File: config.mk
export PLATFORM = sky130hd
export DESIGN_NAME = hit_resolver
export DESIGN_NICKNAME = d
export VERILOG_FILES = /design/src/rtl/hit_resolver.sv
export SDC_FILE = /design/constraint.sdc
export NUM_CORES = 1
export LEC_CHECK = 0
export CAP_MARGIN = 30
export CORE_AREA = 2 2 53 55
export CTS_CLUSTER_DIAMETER = 50
export DETAILED_ROUTE_END_ITERATION = 10
export DIE_AREA = 0 0 55 57
export PLACE_DENSITY = 0.74
export SLEW_MARGIN = 15
export SYNTH_ARGS = -nofsm -noshare
export SYNTH_HDL_FRONTEND = slang
export SYNTH_SLANG_ARGS = --single-unit
File: constraint.sdc
create_clock -name clk -period 1.8 [get_ports clk]
set_clock_uncertainty 0.1 [all_clocks]
set_input_delay 0.54 -clock clk [delete_from_list [all_inputs] [get_ports clk]]
set_output_delay 0.54 -clock clk [all_outputs]
set_load 0.03 [all_outputs]
File: src/rtl/hit_resolver.sv
// Two-player hit/block resolver: one stun FSM per victim plus a per-attacker connect latch.
// Optional build macro GUARD_BREAK_EN: a guarding victim with zero block count takes a hit.

module hit_victim #(
    parameter int HITSTUN_CYCLES   = 20,
    parameter int BLOCKSTUN_CYCLES = 12
) (
    input  logic       clk,
    input  logic       rst,
    input  logic       connect,
    input  logic       guard,
    input  logic [2:0] block,
    output logic       hit_pulse,
    output logic       blk_pulse,
    output logic       stunned,
    output logic [1:0] stun_kind
);
    typedef enum logic [1:0] {IDLE = 2'd0, HITSTUN = 2'd1, BLOCKSTUN = 2'd2} state_t;

    localparam logic [4:0] HIT_LOAD = 5'(HITSTUN_CYCLES - 1);
    localparam logic [4:0] BLK_LOAD = 5'(BLOCKSTUN_CYCLES - 1);

    state_t     state, state_nxt;
    logic [4:0] cnt, cnt_nxt;
    logic       take_hit;
    logic       accept;

`ifdef GUARD_BREAK_EN
    assign take_hit = ~guard | (block == 3'd0);
`else
    logic unused_block;
    assign unused_block = ^block;
    assign take_hit     = ~guard;
`endif

    // Connects landing while already stunned are dropped, including the final stun cycle.
    assign accept = (state == IDLE) & connect;

    always_ff @(posedge clk or posedge rst) begin
        if (rst) begin
            state     <= IDLE;
            cnt       <= '0;
            hit_pulse <= 1'b0;
            blk_pulse <= 1'b0;
        end else begin
            state     <= state_nxt;
            cnt       <= cnt_nxt;
            hit_pulse <= accept & take_hit;
            blk_pulse <= accept & ~take_hit;
        end
    end

    always_comb begin
        state_nxt = state;
        cnt_nxt   = cnt;
        case (state)
            IDLE: begin
                if (connect) begin
                    state_nxt = take_hit ? HITSTUN : BLOCKSTUN;
                    cnt_nxt   = take_hit ? HIT_LOAD : BLK_LOAD;
                end
            end
            HITSTUN, BLOCKSTUN: begin
                if (cnt == 5'd0) state_nxt = IDLE;
                else             cnt_nxt   = cnt - 5'd1;
            end
            default: begin
                state_nxt = IDLE;
                cnt_nxt   = '0;
            end
        endcase
    end

    always_comb begin
        stunned   = 1'b0;
        stun_kind = 2'b00;
        case (state)
            HITSTUN: begin
                stunned   = 1'b1;
                stun_kind = 2'b01;
            end
            BLOCKSTUN: begin
                stunned   = 1'b1;
                stun_kind = 2'b10;
            end
            default: ;
        endcase
    end
endmodule

module hit_resolver #(
    parameter int HITSTUN_CYCLES   = 20,
    parameter int BLOCKSTUN_CYCLES = 12
) (
    input  logic       clk,
    input  logic       rst,
    input  logic       p1_attack,
    input  logic       p2_attack,
    input  logic       p1_overlap,
    input  logic       p2_overlap,
    input  logic       p1_guard,
    input  logic       p2_guard,
    input  logic [2:0] p1_block,
    input  logic [2:0] p2_block,
    output logic       p1_hit_pulse,
    output logic       p2_hit_pulse,
    output logic       p1_blk_pulse,
    output logic       p2_blk_pulse,
    output logic       p1_stunned,
    output logic       p2_stunned,
    output logic [1:0] p1_stun_kind,
    output logic [1:0] p2_stun_kind
);
    localparam int NUM_PLAYERS = 2;

    // Index 0 is P1, index 1 is P2; attacker arrays are indexed by attacker.
    logic [NUM_PLAYERS-1:0]       attack, overlap, guard, conn, connect;
    logic [NUM_PLAYERS-1:0]       hit_pulse, blk_pulse, stunned;
    logic [NUM_PLAYERS-1:0][2:0]  block;
    logic [NUM_PLAYERS-1:0][1:0]  stun_kind;

    assign attack  = {p2_attack, p1_attack};
    assign overlap = {p2_overlap, p1_overlap};
    assign guard   = {p2_guard, p1_guard};
    assign block   = {p2_block, p1_block};

    // Latch holds from the connect until the attacker drops its attack, so one swing hits once.
    always_ff @(posedge clk or posedge rst) begin
        if (rst) conn <= '0;
        else     conn <= attack & (conn | overlap);
    end

    for (genvar v = 0; v < NUM_PLAYERS; v++) begin : g_victim
        localparam int A = NUM_PLAYERS - 1 - v;
        assign connect[v] = attack[A] & overlap[A] & ~conn[A];

        hit_victim #(
            .HITSTUN_CYCLES  (HITSTUN_CYCLES),
            .BLOCKSTUN_CYCLES(BLOCKSTUN_CYCLES)
        ) u_victim (
            .clk      (clk),
            .rst      (rst),
            .connect  (connect[v]),
            .guard    (guard[v]),
            .block    (block[v]),
            .hit_pulse(hit_pulse[v]),
            .blk_pulse(blk_pulse[v]),
            .stunned  (stunned[v]),
            .stun_kind(stun_kind[v])
        );
    end

    assign p1_hit_pulse = hit_pulse[0];
    assign p2_hit_pulse = hit_pulse[1];
    assign p1_blk_pulse = blk_pulse[0];
    assign p2_blk_pulse = blk_pulse[1];
    assign p1_stunned   = stunned[0];
    assign p2_stunned   = stunned[1];
    assign p1_stun_kind = stun_kind[0];
    assign p2_stun_kind = stun_kind[1];
endmodule
==> out/results.ini, run 1 <==
[worst_setup_path]
worst_r2r_startpoint=g_victim[1].u_victim.state[0]$_DFFE_PP0P_
setup.worst_path.start_class=register
critical_path_buf_inv_count=2
required_ps=1160
critPathTopFamily=flip-flops
max_stage_delay_ps=400
critical_path_peak_fanout=2
worst_ep_arrival_time_ps=1200
crit_chain=inv_2, ha_4, buf_6
critPathCaptureType=primary output
worstSetupPathType=reg2out
startpoint=g_victim[1].u_victim.state[0]$_DFFE_PP0P_
critical_path.slowest_cell=sky130_fd_sc_hd__dfrtp_1

[sta]
layout_setup_ws_ps=-38.7
final_period_minus_worst_setup_slack_ps=1840
finalMaxSlewViolations=0
max_clock_freq_ghz=0.544
setup_viol=4
rsz0062_at_grt=yes
tightestPinTransition_ps=313
final.period_utilization_pct=102
count_of_endpoints_failing_hold_in_the_final_timing_report=0
finalHoldWorstSlack_ps=408
slew_headroom_pct=79.2

[clock_network]
cts_inserted_buffers=3
clk_transition_reported_paths_ps=120
htree_levels=1
tritoncts=yes
cts.root.buffer_cell=sky130_fd_sc_hd__clkbuf_4
clock_latency_ps=310
numClockSinks=20
cts.path.max_buffers=2
cts_hold_buf=0

[pwr]
power_frac_clock_pct=10.0
power_switching_mw=1.20
combinationalPowerShare_pct=62.3
p_int_mw=1.56
power_per_cell_area_nw_per_um2=1700
cellLeakagePower_nw=0.799
ir_worst_vdd_mv=1.14
seqPwrFrac_pct=27.6
sw_ratio_pct=43.4

[finish]
finish.utilization_pct=62.2
nNetsFinal=178
drive_above_1_share_pct=27.8
syn_to_final_growth_pct=34.6
antenna_cells_inserted=0
final_instance_area_um2=1630
final_cell_count_no_fill=182

[yosys]
mappedNetlistNets=144
synth.cells.most_frequent=sky130_fd_sc_hd__dfrtp_1 (20), sky130_fd_sc_hd__nand2_1 (13), sky130_fd_sc_hd__ha_1 (12), sky130_fd_sc_hd__inv_1 (11), sky130_fd_sc_hd__o31ai_1 (6)
netlist_area_um2=1210
synth_area_leaders=sky130_fd_sc_hd__dfrtp_1 (41%), sky130_fd_sc_hd__ha_1 (12%), sky130_fd_sc_hd__nand2_1 (4.0%), sky130_fd_sc_hd__nor4b_4 (3.9%), sky130_fd_sc_hd__o31ai_1 (3.7%)
number_of_enable_flip_flop_cells_after_synthesis=0
synth-seq-area-share_pct=41.4
synth_top_flop_cell=sky130_fd_sc_hd__dfrtp_1
synth.largest_area_cell=sky130_fd_sc_hd__dfrtp_1
synthArstFlopShare_pct=100
yosysWarnings=0
yosys.cell_types.count=33
synth.avg_cell_area_um2=10.2
post-synth-top-count-cell=sky130_fd_sc_hd__dfrtp_1
synthDominantCellAreaShare_pct=41.4
synth_cells=118
ys_seq_elements=20

[grt]
via_count_of_the_first_global_routing_pass=989
grt_antenna_before_repair=0
grt.total_usage_pct=18.1
grt_pass1_wl_um=4130
grt_start_max_net_pins=21
globalRouteOverflowTotal=0

[placed_design]
hpwlAfterDp_um=1760
placedInstanceArea_um2=1440
port_buffers=17
placement.setup.worst_slack_ps=-143
post-place-cells=169
place_congestion=0.747

[floorplanning]
std_cell_rows=19
design.core.area_um2=2620
floorplan.die_area_um2=3140
design.portCount=24
floorplan.initialDensity_pct=46.2
die_y_um=57
die_w_um=55

[run_status]
failed_checks=negative setup slack
run_status=finished, violations left

[min_path]
hold_path_startpoint=conn[0]$_DFF_PP0_
min_path_type=reg2reg

[drt]
routed_via_density=5.45
routed-via-count=991
drt.antenna.violating_nets=0
route.final.wire_length_um=2580
wl_per_cell_um=14.1
drt_first_iter_violations=17
first_pass_iters=4
drt_drc=0

[job]
max-cap-violations=0

-- per-layer routing --
metal | vias up | routed length [µm] | track usage (%)
met5 | - | 0 | 0
met2 | 17 | 1410 | 32.3
met4 | 0 | 31 | 4.53
met3 | 5 | 93 | 6.02
met1 | 486 | 1040 | 20.1
li1 | 483 | - | -
-- logic make-up after synthesis --
| family | after synthesis | synth area share [%] |
|---|---|---|
| XOR/XNOR | 4 | 2.90 |
| AO/OA/AOI/OAI | 25 | 15.0 |
| adder cells (fa/ha/maj) | 12 | 12.4 |
| buffers and inverters | 15 | 4.97 |
| AND/OR/NAND/NOR | 41 | 22.5 |
| flip-flops | 20 | 41.4 |
| multiplexers | 1 | 0.828 |
-- power by group through the flow --
stage / registers, mW / clock network [mW] / logic (mW)
4_1_cts: 0.757 / 0.285 / 1.68
5_1_grt: 0.782 / 0.297 / 1.88
3_5_place_dp: 0.781 / 0 / 1.40
6_report: 0.763 / 0.277 / 1.72
3_3_place_gp: 0.770 / 0 / 1.35
2_1_floorplan: 0.754 / 0 / 1.10
-- path summary, 6_finish.rpt --
path / slack (ps) / endpoint / depth (start not counted)
worst min-delay path: 410 / conn[0]$_DFF_PP0_ / 1
min in group asynchronous: 440 / g_victim[0].u_victim.cnt[3]$_DFFE_PP0P_ / 3
worst min register to register: 410 / conn[0]$_DFF_PP0_ / 1
worst max register to register: 90 / g_victim[1].u_victim.cnt[2]$_DFFE_PP0P_ / 5
max in group asynchronous: 950 / g_victim[0].u_victim.state[1]$_DFFE_PP0P_ / 3
worst max-delay path: -40 / p2_stunned / 3
-- worst register-to-register path, delay by kind of cell (launching register included) --
kind	cells	cell delay [ps]
buffers and inverters	2	230
DFF	1	400
AOI/OAI and AO/OA	1	150
adders and majority gates	1	280
and+or+nand+nor	1	480
-- metrics by stage --
| stage | power [mW] | TNS [ps] |
|---|---|---|
| after floorplan | 1.85 | -12.4 |
| after global placement | 2.12 | -531 |
| after detailed placement | 2.18 | -1130 |
| after CTS | 2.72 | -214 |
| after global routing | 2.96 | -291 |
| final | 2.76 | -91.1 |
-- final cells by class --
type | instances | area, µm²
fillers | 213 | 988
multi-input cells | 83 | 706
flip-flops and latches | 20 | 500
repair buffers | 33 | 304
inverters | 11 | 41.3
well taps | 31 | 38.8
clock buffers | 4 | 36.3
-- layout by cell type, fill, tap and decap left out, types with 2 or more instances in the layout --
| master | Yosys | layout |
|---|---|---|
| sky130_fd_sc_hd__or4bb_1 | 2 | 2 |
| sky130_fd_sc_hd__buf_6 | 0 | 9 |
| sky130_fd_sc_hd__ha_1 | 12 | 5 |
| sky130_fd_sc_hd__clkdlybuf4s50_1 | 0 | 7 |
| sky130_fd_sc_hd__nor2b_1 | 2 | 2 |
| sky130_fd_sc_hd__ha_2 | 0 | 3 |
| sky130_fd_sc_hd__clkbuf_4 | 0 | 3 |
| sky130_fd_sc_hd__nand2_1 | 13 | 13 |
| sky130_fd_sc_hd__inv_2 | 0 | 3 |
| sky130_fd_sc_hd__nor2_1 | 4 | 4 |
| sky130_fd_sc_hd__nor3_1 | 2 | 2 |
| sky130_fd_sc_hd__nor3b_1 | 3 | 3 |
| sky130_fd_sc_hd__xor2_1 | 4 | 4 |
| sky130_fd_sc_hd__nand3b_1 | 2 | 2 |
| sky130_fd_sc_hd__a22o_1 | 4 | 4 |
| sky130_fd_sc_hd__nand3_1 | 4 | 4 |
| sky130_fd_sc_hd__a22o_2 | 2 | 2 |
| sky130_fd_sc_hd__buf_4 | 0 | 13 |
| sky130_fd_sc_hd__a21oi_1 | 5 | 5 |
| sky130_fd_sc_hd__dfrtp_1 | 20 | 20 |
| sky130_fd_sc_hd__nor4b_4 | 2 | 2 |
| sky130_fd_sc_hd__dlygate4sd2_1 | 0 | 4 |
| sky130_fd_sc_hd__o21a_1 | 2 | 2 |
| sky130_fd_sc_hd__inv_1 | 11 | 8 |
| sky130_fd_sc_hd__o31ai_1 | 6 | 6 |
| sky130_fd_sc_hd__nand4b_1 | 2 | 2 |
| sky130_fd_sc_hd__o21ai_0 | 2 | 2 |
| sky130_fd_sc_hd__ha_4 | 0 | 4 |
-- sequential cells by signal, indices dropped and copies added (netlist names) --
register,flops
conn,2
g_victim.u_victim.blk_pulse,2
g_victim.u_victim.cnt,10
g_victim.u_victim.hit_pulse,2
g_victim.u_victim.state,4
-- what timing repair did --
action / CTS / global route
pin swaps: 1 / 2
resized for setup: 22 / 3
endpoints found under the setup margin: 10 / 7
hold endpoints to repair: 0 / 0
buffers inserted: 7 / 2
(Power assumes the default switching activity.)
==> run 2: changes to the inputs <==
- CORE_AREA: 2 2 53 55 -> 2 2 55 57
- DIE_AREA: 0 0 55 57 -> 0 0 57 59
- PLACE_DENSITY: 0.74 -> 0.72
- RECOVER_POWER: not set -> 25
- clock period: 1.8 -> 1.5 ns (I/O delays scaled with it)
==> run 2 against run 1 <==
The run still ends with negative setup slack left. Flip-flop and latch count unchanged. Wire length up 18%. Worst setup slack worse by 230 ps. Sequential power up 17%. First-iteration DRC count up 59%. Combinational power up 71%. Power up 51%. Clock-buffer cell count unchanged. Die area up 7.3%.
==> out/results.ini, run 2 (same netlist as run 1, synthesis figures left out) <==
[min_path]
min_path_type=reg2reg
hold_path_startpoint=conn[1]$_DFF_PP0_

[worst_setup_path]
required_ps=950
worstSetupPathType=reg2out
max_stage_delay_ps=430
startpoint=g_victim[0].u_victim.state[1]$_DFFE_PP0P_
r2r_slack_ps=-140
critical_path_buf_inv_count=2
worst_ep_arrival_time_ps=1220
critPathTopFamily=flip-flops
setup.worst_path.start_class=register
critPathCaptureType=primary output
critical_path_peak_fanout=2
worst_r2r_startpoint=g_victim[0].u_victim.state[1]$_DFFE_PP0P_
critical_path.slowest_cell=sky130_fd_sc_hd__dfrtp_1
crit_chain=inv_2, ha_4, buf_6

[run_status]
run_status=finished, violations left
failed_checks=negative setup slack

[clock_network]
cts.root.buffer_cell=sky130_fd_sc_hd__clkbuf_4
clk_transition_reported_paths_ps=130
cts_inserted_buffers=3
cts.path.max_buffers=2
cts_hold_buf=0
htree_levels=1
clock_latency_ps=320
tritoncts=yes
numClockSinks=20

[sta]
setup_viol=18
tightestPinTransition_ps=520
max_clock_freq_ghz=0.566
final_period_minus_worst_setup_slack_ps=1770
layout_setup_ws_ps=-267
rsz0062_at_grt=yes
finalHoldWorstSlack_ps=420
finalMaxSlewViolations=0
slew_headroom_pct=65.4
final.period_utilization_pct=118
count_of_endpoints_failing_hold_in_the_final_timing_report=0

[finish]
largest_reg_flops=10
mostFrequentLayoutCell=sky130_fd_sc_hd__buf_4
syn_to_final_growth_pct=59.0
finish.utilization_pct=70.9
multi_input_area_um2=858
antenna_cells_inserted=0
largest_registers=g_victim.u_victim.cnt x10, g_victim.u_victim.state x4
leading_cell_types_in_the_layout_fill_and_taps_excluded=sky130_fd_sc_hd__buf_4 (36), sky130_fd_sc_hd__dfrtp_1 (20), sky130_fd_sc_hd__nand2_1 (9), sky130_fd_sc_hd__buf_6 (9), sky130_fd_sc_hd__inv_2 (8)
final-seq-area_um2=500
drive_above_1_share_pct=51.5
largest_register=g_victim.u_victim.cnt
fillCellCount=199
nNetsFinal=198

[pwr]
cellLeakagePower_nw=0.917
power_per_cell_area_nw_per_um2=2170
ir_worst_vdd_mv=1.95

[grt]
grt_antenna_before_repair=0
grt_start_max_net_pins=21
via_count_of_the_first_global_routing_pass=1193
grt.total_usage_pct=19.7
grt_pass1_wl_um=5200
globalRouteOverflowTotal=0

[drt]
drt_first_iter_violations=27
route.final.wire_length_um=3050
drt.antenna.violating_nets=0
first_pass_iters=4
routed-via-count=1070
routed_via_density=5.30
wl_per_cell_um=15.1
drt_drc=0

[floorplanning]
die_y_um=59
die_w_um=57
floorplan.initialDensity_pct=44.6
design.core.area_um2=2710
floorplan.die_area_um2=3360
design.portCount=24
std_cell_rows=19

[placed_design]
hpwlAfterDp_um=2010
place_congestion=0.803
port_buffers=17
placement.setup.worst_slack_ps=-377

[job]
max-cap-violations=0

-- run 2: what timing repair did --
action,CTS,global route
endpoints found under the setup margin,18,20
resized for setup,28,19
pin swaps,4,10
setup buffers,8,3
-- run 2: worst register-to-register path, stage by stage, from the launching register on --
cell and delay (ps):
sky130_fd_sc_hd__dfrtp_1 440, sky130_fd_sc_hd__inv_2 110, sky130_fd_sc_hd__ha_4 210, sky130_fd_sc_hd__buf_4 160
sky130_fd_sc_hd__a22o_4 310, sky130_fd_sc_hd__mux2i_1 150, sky130_fd_sc_hd__nand2_1 60
-- run 2: final timing paths --
path	end	depth (start not counted)
setup / recovery	p1_stunned	3
hold / removal	conn[1]$_DFF_PP0_	1
setup reg to reg	g_victim[0].u_victim.cnt[2]$_DFFE_PP0P_	6
hold reg to reg	conn[1]$_DFF_PP0_	1
max in group asynchronous	g_victim[1].u_victim.state[1]$_DFFE_PP0P_	3
min in group asynchronous	g_victim[0].u_victim.blk_pulse$_DFF_PP0_	3
-- run 2: report_power, final --
| part | total (mW) | switching, mW | internal (mW) | leakage, nW |
|---|---|---|---|---|
| registers | 0.895 | 0.178 | 0.717 | 0.259 |
| clock network | 0.338 | 0.190 | 0.149 | 0.0210 |
| logic | 2.94 | 1.43 | 1.50 | 0.637 |
-- run 2: layout make-up --
type,count,share of cell area [%]
Clock buffer,4,1.89
Inverter,11,2.15
Multi-Input combinational cell,83,44.7
Sequential cell,20,26.0
Tap cell,31,2.02
Timing Repair Buffer,53,23.2
-- run 2: metrics by stage --
stage	instance area [µm²]	instances	setup TNS (ps)	total power, mW
2_1_floorplan	1250	118	-592	2.38
3_3_place_gp	1600	187	-3580	2.92
3_5_place_dp	1600	187	-4290	3.03
4_1_cts	1810	199	-2500	3.78
5_1_grt	1920	202	-3890	4.48
6_report	1920	202	-2610	4.17
-- run 2: layer usage --
layer / GRT usage, % / wire length, µm / up-vias
li1: - / - / 524
met1: 22.3 / 1200 / 528
met5: 0 / 0 / -
met4: 3.99 / 19 / 0
met3: 5.90 / 83 / 2
met2: 36.8 / 1750 / 16
